--- src/rtl/jtframe_romrq_pkg.sv ---
// Shared types and helpers for the ROM request cache: FSM states, line
// index extraction and DW-wide slice selection out of a 32-bit SDRAM line.
package jtframe_romrq_pkg;

    typedef enum logic [1:0] {
        IDLE = 2'd0,
        REQ  = 2'd1,
        WAIT = 2'd2
    } state_t;

    function automatic int lsb_bits(input int dw);
        return (dw == 8) ? 2 : (dw == 16) ? 1 : 0;
    endfunction

    function automatic logic [31:0] line_of(input logic [31:0] addr, input int dw);
        return addr >> lsb_bits(dw);
    endfunction

    // Lower byte/word addresses live in the low bits of the SDRAM line.
    function automatic logic [31:0] slice_of(input logic [31:0] data32,
                                             input logic [1:0]  addr_lsb,
                                             input int          dw);
        logic [31:0] s;
        s = data32;
        if (dw == 8) begin
            s = data32 >> {addr_lsb, 3'b000};
        end else if (dw == 16) begin
            s = data32 >> {addr_lsb[0], 4'b0000};
        end
        return s;
    endfunction

endpackage

--- src/rtl/jtframe_romrq_line.sv ---
// One cache entry: tag, valid bit and a 32-bit SDRAM line, with a
// combinational match against the line currently requested by the game.
module jtframe_romrq_line
    import jtframe_romrq_pkg::*;
#(
    parameter int LW = 16
) (
    input  logic          clk,
    input  logic          rst_n,
    input  logic          clr_i,
    input  logic          load_i,
    input  logic [LW-1:0] tag_i,
    input  logic [31:0]   data_i,
    input  logic [LW-1:0] line_i,
    output logic          match_o,
    output logic [31:0]   data_o
);

    logic [LW-1:0] tag_q;
    logic          valid_q;
    logic [31:0]   data_q;

    // A flush wins over a simultaneous load so an aborted fetch never lands.
    always_ff @(posedge clk or negedge rst_n) begin
        if (!rst_n) begin
            tag_q   <= '0;
            valid_q <= 1'b0;
            data_q  <= '0;
        end else if (clr_i) begin
            valid_q <= 1'b0;
        end else if (load_i) begin
            tag_q   <= tag_i;
            data_q  <= data_i;
            valid_q <= 1'b1;
        end
    end

    assign match_o = valid_q && (tag_q == line_i);
    assign data_o  = data_q;

endmodule

--- src/rtl/jtframe_romrq_cache.sv ---
// Game-side SDRAM read initiator for one ROM region: a two-line cache in
// front of the framework request port, returning DW-wide slices.
module jtframe_romrq_cache
    import jtframe_romrq_pkg::*;
#(
    parameter int          AW     = 18,
    parameter int          DW     = 8,
    parameter logic [21:0] OFFSET = 22'h0
) (
    input  logic          clk,
    input  logic          rst_n,
    input  logic          downloading,
    input  logic          loop_rst,
    input  logic          cs,
    input  logic [AW-1:0] addr,
    output logic [DW-1:0] dout,
    output logic          data_ok,
    output logic          sdram_req,
    input  logic          sdram_ack,
    output logic [21:0]   sdram_addr,
    input  logic [31:0]   data_read,
    input  logic          data_rdy
);

    localparam int LSB = lsb_bits(DW);
    localparam int LW  = AW - LSB;

    state_t        state_q, state_d;
    logic          req_q, req_d;
    logic [21:0]   saddr_q, saddr_d;
    logic [LW-1:0] line_q, line_d;
    logic          victim_q, victim_d;
    logic          data_ok_q, data_ok_d;
    logic [DW-1:0] dout_q, dout_d;
    logic          fill;

    logic [LW-1:0] line_w;
    logic [1:0]    match;
    logic [1:0]    load;
    logic [31:0]   entry_data [2];
    logic          hit;
    logic [31:0]   hit_data;
    logic [DW-1:0] hit_slice;

    assign line_w = LW'(line_of(32'(addr), DW));
    assign load   = {fill & victim_q, fill & ~victim_q};

    for (genvar gi = 0; gi < 2; gi++) begin : g_entry
        jtframe_romrq_line #(.LW(LW)) u_line (
            .clk    (clk),
            .rst_n  (rst_n),
            .clr_i  (downloading),
            .load_i (load[gi]),
            .tag_i  (line_q),
            .data_i (data_read),
            .line_i (line_w),
            .match_o(match[gi]),
            .data_o (entry_data[gi])
        );
    end

    // Entry 0 has priority when both entries happen to match.
    assign hit       = cs && (match != 2'b00);
    assign hit_data  = match[0] ? entry_data[0] : entry_data[1];
    assign hit_slice = DW'(slice_of(hit_data, addr[1:0], DW));

    always_comb begin
        data_ok_d = hit && !downloading;
        dout_d    = data_ok_d ? hit_slice : dout_q;
    end

    always_comb begin
        state_d  = state_q;
        req_d    = req_q;
        saddr_d  = saddr_q;
        line_d   = line_q;
        victim_d = victim_q;
        fill     = 1'b0;
        if (downloading) begin
            state_d = IDLE;
            req_d   = 1'b0;
        end else begin
            case (state_q)
                IDLE: begin
                    if (cs && !hit && !loop_rst) begin
                        line_d  = line_w;
                        saddr_d = OFFSET + 22'({line_w, 1'b0});
                        req_d   = 1'b1;
                        state_d = REQ;
                    end
                end
                REQ: begin
                    if (sdram_ack) begin
                        req_d = 1'b0;
                        // Controllers with zero read latency answer together with the ack.
                        if (data_rdy) begin
                            fill     = 1'b1;
                            victim_d = ~victim_q;
                            state_d  = IDLE;
                        end else begin
                            state_d = WAIT;
                        end
                    end
                end
                WAIT: begin
                    if (data_rdy) begin
                        fill     = 1'b1;
                        victim_d = ~victim_q;
                        state_d  = IDLE;
                    end
                end
                default: state_d = IDLE;
            endcase
        end
    end

    always_ff @(posedge clk or negedge rst_n) begin
        if (!rst_n) begin
            state_q   <= IDLE;
            req_q     <= 1'b0;
            saddr_q   <= '0;
            line_q    <= '0;
            victim_q  <= 1'b0;
            data_ok_q <= 1'b0;
            dout_q    <= '0;
        end else begin
            state_q   <= state_d;
            req_q     <= req_d;
            saddr_q   <= saddr_d;
            line_q    <= line_d;
            victim_q  <= victim_d;
            data_ok_q <= data_ok_d;
            dout_q    <= dout_d;
        end
    end

    assign dout       = dout_q;
    assign data_ok    = data_ok_q;
    assign sdram_req  = req_q;
    assign sdram_addr = saddr_q;

endmodule

--- config.mk ---
export PLATFORM = sky130hd
export DESIGN_NAME = jtframe_romrq_cache
export DESIGN_NICKNAME = d
export VERILOG_FILES = /design/src/rtl/jtframe_romrq_pkg.sv /design/src/rtl/jtframe_romrq_line.sv /design/src/rtl/jtframe_romrq_cache.sv
export SDC_FILE = /design/constraint.sdc
export NUM_CORES = 1
export LEC_CHECK = 0
export ABC_AREA = 1
export BUFFER_PORTS_ARGS = -buffer_cell sky130_fd_sc_hd__clkbuf_2
export CAP_MARGIN = 0
export CELL_PAD_IN_SITES_DETAIL_PLACEMENT = 1
export CELL_PAD_IN_SITES_GLOBAL_PLACEMENT = 1
export CORE_ASPECT_RATIO = 1.75
export CORE_UTILIZATION = 45
export DETAILED_ROUTE_END_ITERATION = 6
export MAX_ROUTING_LAYER = met4
export PLACE_DENSITY_LB_ADDON = 0.1
export SKIP_LAST_GASP = 1
export SLEW_MARGIN = 20
export SYNTH_ARGS = -nofsm -noshare
export SYNTH_HDL_FRONTEND = slang
export SYNTH_SLANG_ARGS = --single-unit
--- constraint.sdc ---
create_clock -name clk -period 4.18 [get_ports clk]
set_clock_uncertainty 0.05 [all_clocks]
set_input_delay 0.418 -clock clk [delete_from_list [all_inputs] [get_ports clk]]
set_output_delay 0.418 -clock clk [all_outputs]
set_load 0.02 [all_outputs]
* Word level (Yosys, flattened, before mapping) *
Cells that the tools add are included.

word-level totals
  flip-flop bits (word level) = 127
  word-level logic and storage cells = 68

operators by class
  equal/unequal tests = 8
  shift-type cells = 1
  muxes and demuxes = 22
  bitwise gates (word level) = 4
  reduce and logical (&&, ||, !) cells = 21

operator list
  kind                                                             number
  16-bit == test                                                   2
  32-bit 2-to-1 mux                                                1
  32-bit by 5-bit >> shifter with 8-bit output                     1
  1-bit 2-to-1 mux                                                 12
  3-bit AND reduction                                              4
  2-bit 2-to-1 mux                                                 5
  3-bit != test, second input constant                             3
  2-bit nonzero test                                               4
  1-bit logical AND                                                6
  1-bit case mux with 2 select lines                               3
  2-bit case mux with 3 select lines                               1
  2-bit AND reduction                                              2
  1-bit logical NOT                                                3
  3-bit nonzero test                                               1
  1-bit bitwise AND                                                2
  2-bit by 1-bit == test with 1-bit output, second input constant  1
  2-bit == test, second input constant                             1
  2-bit logical NOT                                                1
  2-bit != test, second input constant                             1
  1-bit NOT                                                        2

* Depth between registers and ports, before layout *
  word-level depth = 10
  depth in mapped cells = 13

* Modules after synthesis *
From an unflattened synthesis, not the netlist that was laid out.

unflattened totals
  cell total of the unflattened synthesis = 697
  area, all modules = 6498.7 µm²

modules (own cells, without submodules)
  module               times used  cells an instance  area each (µm²)  sequential area each (µm²)
  jtframe_romrq_line   2           180                2185.8           1226.2
  jtframe_romrq_cache  1           337                2127.0           725.7

* Worst setup path before layout *
No wires, ideal clock.

  path type = register to register
  start point = register state_q[0]
  end point = register g_entry[1].u_line.data_q[22]
  data arrival time = 1.494 ns
  data required time = 4.047 ns
  slack = 2.553 ns
  stages on the path, launching flop included = 9
  buffers on the path = 2
  clock period less this slack = 1.627 ns
  cells stage by stage = dfrtp_1 -> inv_1 -> ha_1 -> o211a_1 -> nand3_1 -> buf_2 -> buf_2 -> nand2_1 -> o21ai_0

between the ends
  word-level cells in the longest chain between the ends = 5

RTL lines
  item                                                                       line                        text
  start, declared                                                            jtframe_romrq_cache.sv:28   state_t state_q, state_d;
  start signal, assigned                                                     jtframe_romrq_cache.sv:127  state_q <= state_d;
  2-bit == test or 2-bit by 1-bit == test with 1-bit output (tied branches)  jtframe_romrq_cache.sv:83   case (state_q)
  1-bit case mux with 2 select lines *                                       jtframe_romrq_cache.sv:83
  1-bit 2-to-1 mux *                                                         jtframe_romrq_cache.sv:79   if (downloading) begin
  1-bit bitwise AND *                                                        jtframe_romrq_cache.sv:46   assign load = {fill & victim_q, fill & ~victim_q};
  2-bit AND reduction (no source line) *                                     n/a
  end signal, assigned                                                       jtframe_romrq_line.sv:33    data_q <= data_i;
  end, declared                                                              jtframe_romrq_line.sv:21    logic [31:0] data_q;

Mark *: on every way between the ends. The rest lies on a longest branch, timed or not.
A chain may end at the register's enable or synchronous reset.

* Worst setup path after layout *
  start point = register g_entry[0].u_line.tag_q[13]
  end point = register dout_q[1], in the netlist dout[1]

between the ends
  word-level cells in the longest chain between the ends = 5

RTL lines
  item                                                       line                        text
  start, declared                                            jtframe_romrq_line.sv:19    logic [LW-1:0] tag_q;
  start signal, assigned                                     jtframe_romrq_line.sv:32    tag_q <= tag_i;
  16-bit == test *                                           jtframe_romrq_line.sv:38    assign match_o = valid_q && (tag_q == line_i);
  1-bit logical AND *                                        jtframe_romrq_line.sv:38
  branches (longest 3 deep; another with 32-bit 2-to-1 mux)  n/a
  end signal, assigned                                       jtframe_romrq_cache.sv:133  dout_q <= dout_d;
  end, declared                                              jtframe_romrq_cache.sv:34   logic [DW-1:0] dout_q, dout_d;

Mark *: on every way between the ends.

==> run summary <==
The flow ran to the end, but the final reports show violations. The checks that failed: hold timing. Setup repair after global routing left no endpoint under its margin. The clock net in this run drives a total of 127 sinks.

The met3 capacity usage during global routing came out at 3.93%. Yosys attributes the largest share of cell area to sky130_fd_sc_hd__dfrtp_1, sky130_fd_sc_hd__nand2_1, sky130_fd_sc_hd__inv_1. In the global route stage, met1 resource usage came out at 28.3%. Reg-to-reg endpoint: dout[1]. Dividing the detail-routed via count by the number of cells gives 5.24. The effective utilization at floorplan was 46.0%. Summing every instance area after synthesis gives 6570 um2. The tools report the kind of capture point of the worst setup path as a flop. IR analysis of the VDD net gives a maximum drop of 0.207 mV. The run gives 29.5% as the aggregate global-route resource usage.

After global routing the overflow that remains totals 0. The die height is 162 um. Number of antenna violations at the first check in global routing: 0. The run gives 2 as the number of hold violations in the final report. Total power for the finished layout comes to 3440 uW.

The library cell used most frequently in the layout, excluding fill and tap cells, is sky130_fd_sc_hd__nand2_1. After detailed routing, the total wire length is 19,600 um. The worst hold path belongs to the class in2async.

Traced cell by cell, the critical path runs through nand2_1 -> nand2_1 -> nand3b_1 -> nor2_4 -> nand3_4 -> nand2_1 -> nand2_1 -> nor2_4 -> nand3_1 -> nand2_1. The total negative setup slack is 0 ns. For the finished layout, the period the worst path requires is 2.82 ns. In the final design database the tool counted 1,010 nets.

The run gives 5,976 as the overall via count from detail_route. The kind of cell with the highest combined delay along the critical path is simple AND/OR/NAND/NOR gates. In this design, the stage delay of the slowest critical-path cell is 0.61 ns. The worst register-to-register path has a depth of 10.

After the first detailed-routing iteration, the DRC count stood at 221. Dividing the final minimum period by the clock period gives 67.4%. The congestion estimate from routability-driven global placement came to 0.873. For the number of global-route vias before repair, the log shows 6,795. The combinational family with the most area after synthesis was simple AND/OR/NAND/NOR gates. In this run the clock root is driven by a sky130_fd_sc_hd__clkbuf_16.

In this run the critical register-to-register path is launched from g_entry[0].u_line.tag_q[13]. The largest area contributor in the synthesized netlist was sky130_fd_sc_hd__dfrtp_1. The largest individual stage delay along the critical path comes from the cell sky130_fd_sc_hd__nor2_4.

The timing-limited maximum frequency was 0.355 GHz. The mean instance size in the synthesized netlist is 7.45 um2, and the post-route DRC violation count is 0. The number of buffers and inverters on the critical path is 0. Buffers inserted to repair hold after CTS numbered 0.

Of the total synthesized cell area, the portion taken by AND, OR, NAND and NOR gates is 27.8%. TritonCTS created 17 clock buffers. Once layout is complete, the cells apart from fillers number 1,140. In this run, placement finished with an instance count of 1,111.

Dividing total power by cell area gives a power density of 451 nW/um2. Max-slew headroom at the worst pin: 32.9%. Setup violations remaining at the end of the flow were counted as 0.

The category of the worst setup path launch point is a flop. The layout cell share with drive strength beyond 1 is 14.7%, and the unique cell type count in the Yosys netlist is 29. The worst setup path is of the reg2reg kind. The area share of the largest cell type after synthesis is 48.4%, and the count of nets left with antenna violations after detail routing is 0.

The H-tree generated during clock tree synthesis spans 4 levels. Pin placement for this block handled 89 I/O pins. Count of final max-slew check failures: 0.

The tools report the number of iterations in the first detailed-routing pass as 4. Arrival time of data at the critical path endpoint: 3.12 ns. The floorplan has 58 rows. The worst endpoint required time was 4.48 ns; the number of buffers added on ports was 82. The run gives 80 as the largest net degree at the start of global routing.

Summing the areas of all xor and xnor instances in the mapped netlist gives 1.07% of the synthesized area. 0 antenna diodes ended up in the layout. Once detailed placement completed, the half-perimeter wirelength came to 14,500 um.

The register-to-register path setup slack is 1.36 ns. For met2 alone, demand over resource in global routing was 54.8%. The clock-pin slew on the worst setup and hold paths came out at 0.06 ns. The cell that appears most often on the critical path is sky130_fd_sc_hd__nand2_1.

The layout-stage area growth over the synthesis result came out at 16.0%. The tools report the Yosys warning count as 0. For this run, the leading register cell type out of synthesis is sky130_fd_sc_hd__dfrtp_1. The most utilized layer in the global route result is met2. TritonCTS built the clock tree.

The core region is 14,300 um2. The first global-routing pass estimated 33,000 um of wire. The routed wire length per instance was 17.2 um; the share of synthesized area occupied by flip-flops and latches was 48.4%. The worst-case hold slack is -0.0120 ns, and the post-synthesis compound-gate area fraction is 9.33%. In the layout the commonest cells are sky130_fd_sc_hd__nand2_1, sky130_fd_sc_hd__inv_1, sky130_fd_sc_hd__dfrtp_1.

The static leakage is 0.00394 uW. Counting the fill cells in the layout gives 1,835. In this run, post-CTS repair resized a total of 0 instances. From left edge to right edge, the die measures 93.4 um. Once the clock tree was built, the setup fixing pass inserted 0 buffers.

The portion of synthesized area spent on multiplexers is 0%. The buffer levels on the longest clock path is 2, and the number of maximum-capacitance violations is 0. The post-synthesis instance total was 882; the count of state elements after synthesis was 127. The clock reaches the later pin of the worst-skew pair after 0.42 ns.

Of all nets on the critical path, the largest fanout is 33. The actual slew at the worst max-slew pin is 1.01 ns, and the adder and majority gate portion of the synthesized area is 0.571%. For the die area, the log shows 15,100 um2. The proportion of register bits with asynchronous set or reset after synthesis is 100%, and the number of flops mapped to enable cells by yosys is 0.
cell families (layout without fill, tap and decap cells):
logic type               Yosys count  after routing
AO/OA/AOI/OAI                    121            121
buffers and inverters            205            278
XOR/XNOR                           8              8
AND/OR/NAND/NOR                  417            417
adder cells (fa/ha/maj)            3              3
other                              1              6
flip-flops                       127            127
Yosys cell counts (4+ instances only):
| cell type | instances |
|---|---|
| sky130_fd_sc_hd__nor2_4 | 4 |
| sky130_fd_sc_hd__xnor2_1 | 7 |
| sky130_fd_sc_hd__inv_2 | 13 |
| sky130_fd_sc_hd__dfrtp_1 | 127 |
| sky130_fd_sc_hd__nor2_1 | 34 |
| sky130_fd_sc_hd__buf_2 | 23 |
| sky130_fd_sc_hd__or2_1 | 4 |
| sky130_fd_sc_hd__buf_4 | 6 |
| sky130_fd_sc_hd__nand3_1 | 75 |
| sky130_fd_sc_hd__clkbuf_1 | 13 |
| sky130_fd_sc_hd__nand2_1 | 252 |
| sky130_fd_sc_hd__nor3_1 | 4 |
| sky130_fd_sc_hd__o21ai_0 | 90 |
| sky130_fd_sc_hd__inv_1 | 146 |
| sky130_fd_sc_hd__o21ai_1 | 27 |
| sky130_fd_sc_hd__nand4_1 | 39 |
worst max path at each step:
stage                                startpoint                           end  cells after the start
floorplan                            state_q[0]  g_entry[1].u_line.data_o[22]                      8
global placement                       addr[15]                       dout[7]                     12
detailed placement                     addr[15]                       dout[1]                     12
CTS                 g_entry[0].u_line.tag_q[13]                       dout[1]                     10
global route        g_entry[0].u_line.tag_q[10]                       dout[1]                     12
finish              g_entry[0].u_line.tag_q[13]                       dout[1]                     10
sequential cells by signal (all words and copies together) (netlist names):
signal                  cells
data_ok                     1
dout                        8
g_entry.u_line.data_o      64
g_entry.u_line.tag_q       32
g_entry.u_line.valid_q      2
line_q                     16
sdram_req                   1
state_q                     2
victim_q                    1
area by class of cell:
| cell class | instances | area, um2 | share of cell area (%) |
|---|---|---|---|
| Sequential cell | 127 | 3180 | 41.7 |
| Multi-Input combinational cell | 555 | 2580 | 33.8 |
| Inverter | 159 | 597 | 7.82 |
| Timing Repair Buffer | 90 | 489 | 6.41 |
| Clock buffer | 18 | 439 | 5.76 |
| Tap cell | 180 | 225 | 2.95 |
| Clock inverter | 11 | 119 | 1.56 |
metrics by stage:
stage | util (%) | cell area, um2 | hold WS, ns | setup slack, ns
2_1_floorplan | - | 6590 | 0.0724 | 2.55
3_3_place_gp | 49.4 | 7070 | 0.411 | 1.36
3_5_place_dp | 49.4 | 7070 | 0.423 | 1.28
4_1_cts | 53.3 | 7620 | 0.160 | 1.39
5_1_grt | 53.4 | 7630 | 0.0415 | 1.13
6_report | 53.4 | 7630 | -0.0120 | 1.36
power by group:
part	switching, uW	internal (uW)	total (uW)
clock	552	879	1430
sequential	97.8	1370	1470
combinational	360	181	541
total	1010	2430	3440
per-layer routing:
metal	wire length, um	up-vias
li1	-	2874
met1	6920	2904
met2	11100	132
met3	468	66
met4	1150	0
met5	0	-
Power figures use the tool's default switching activity.
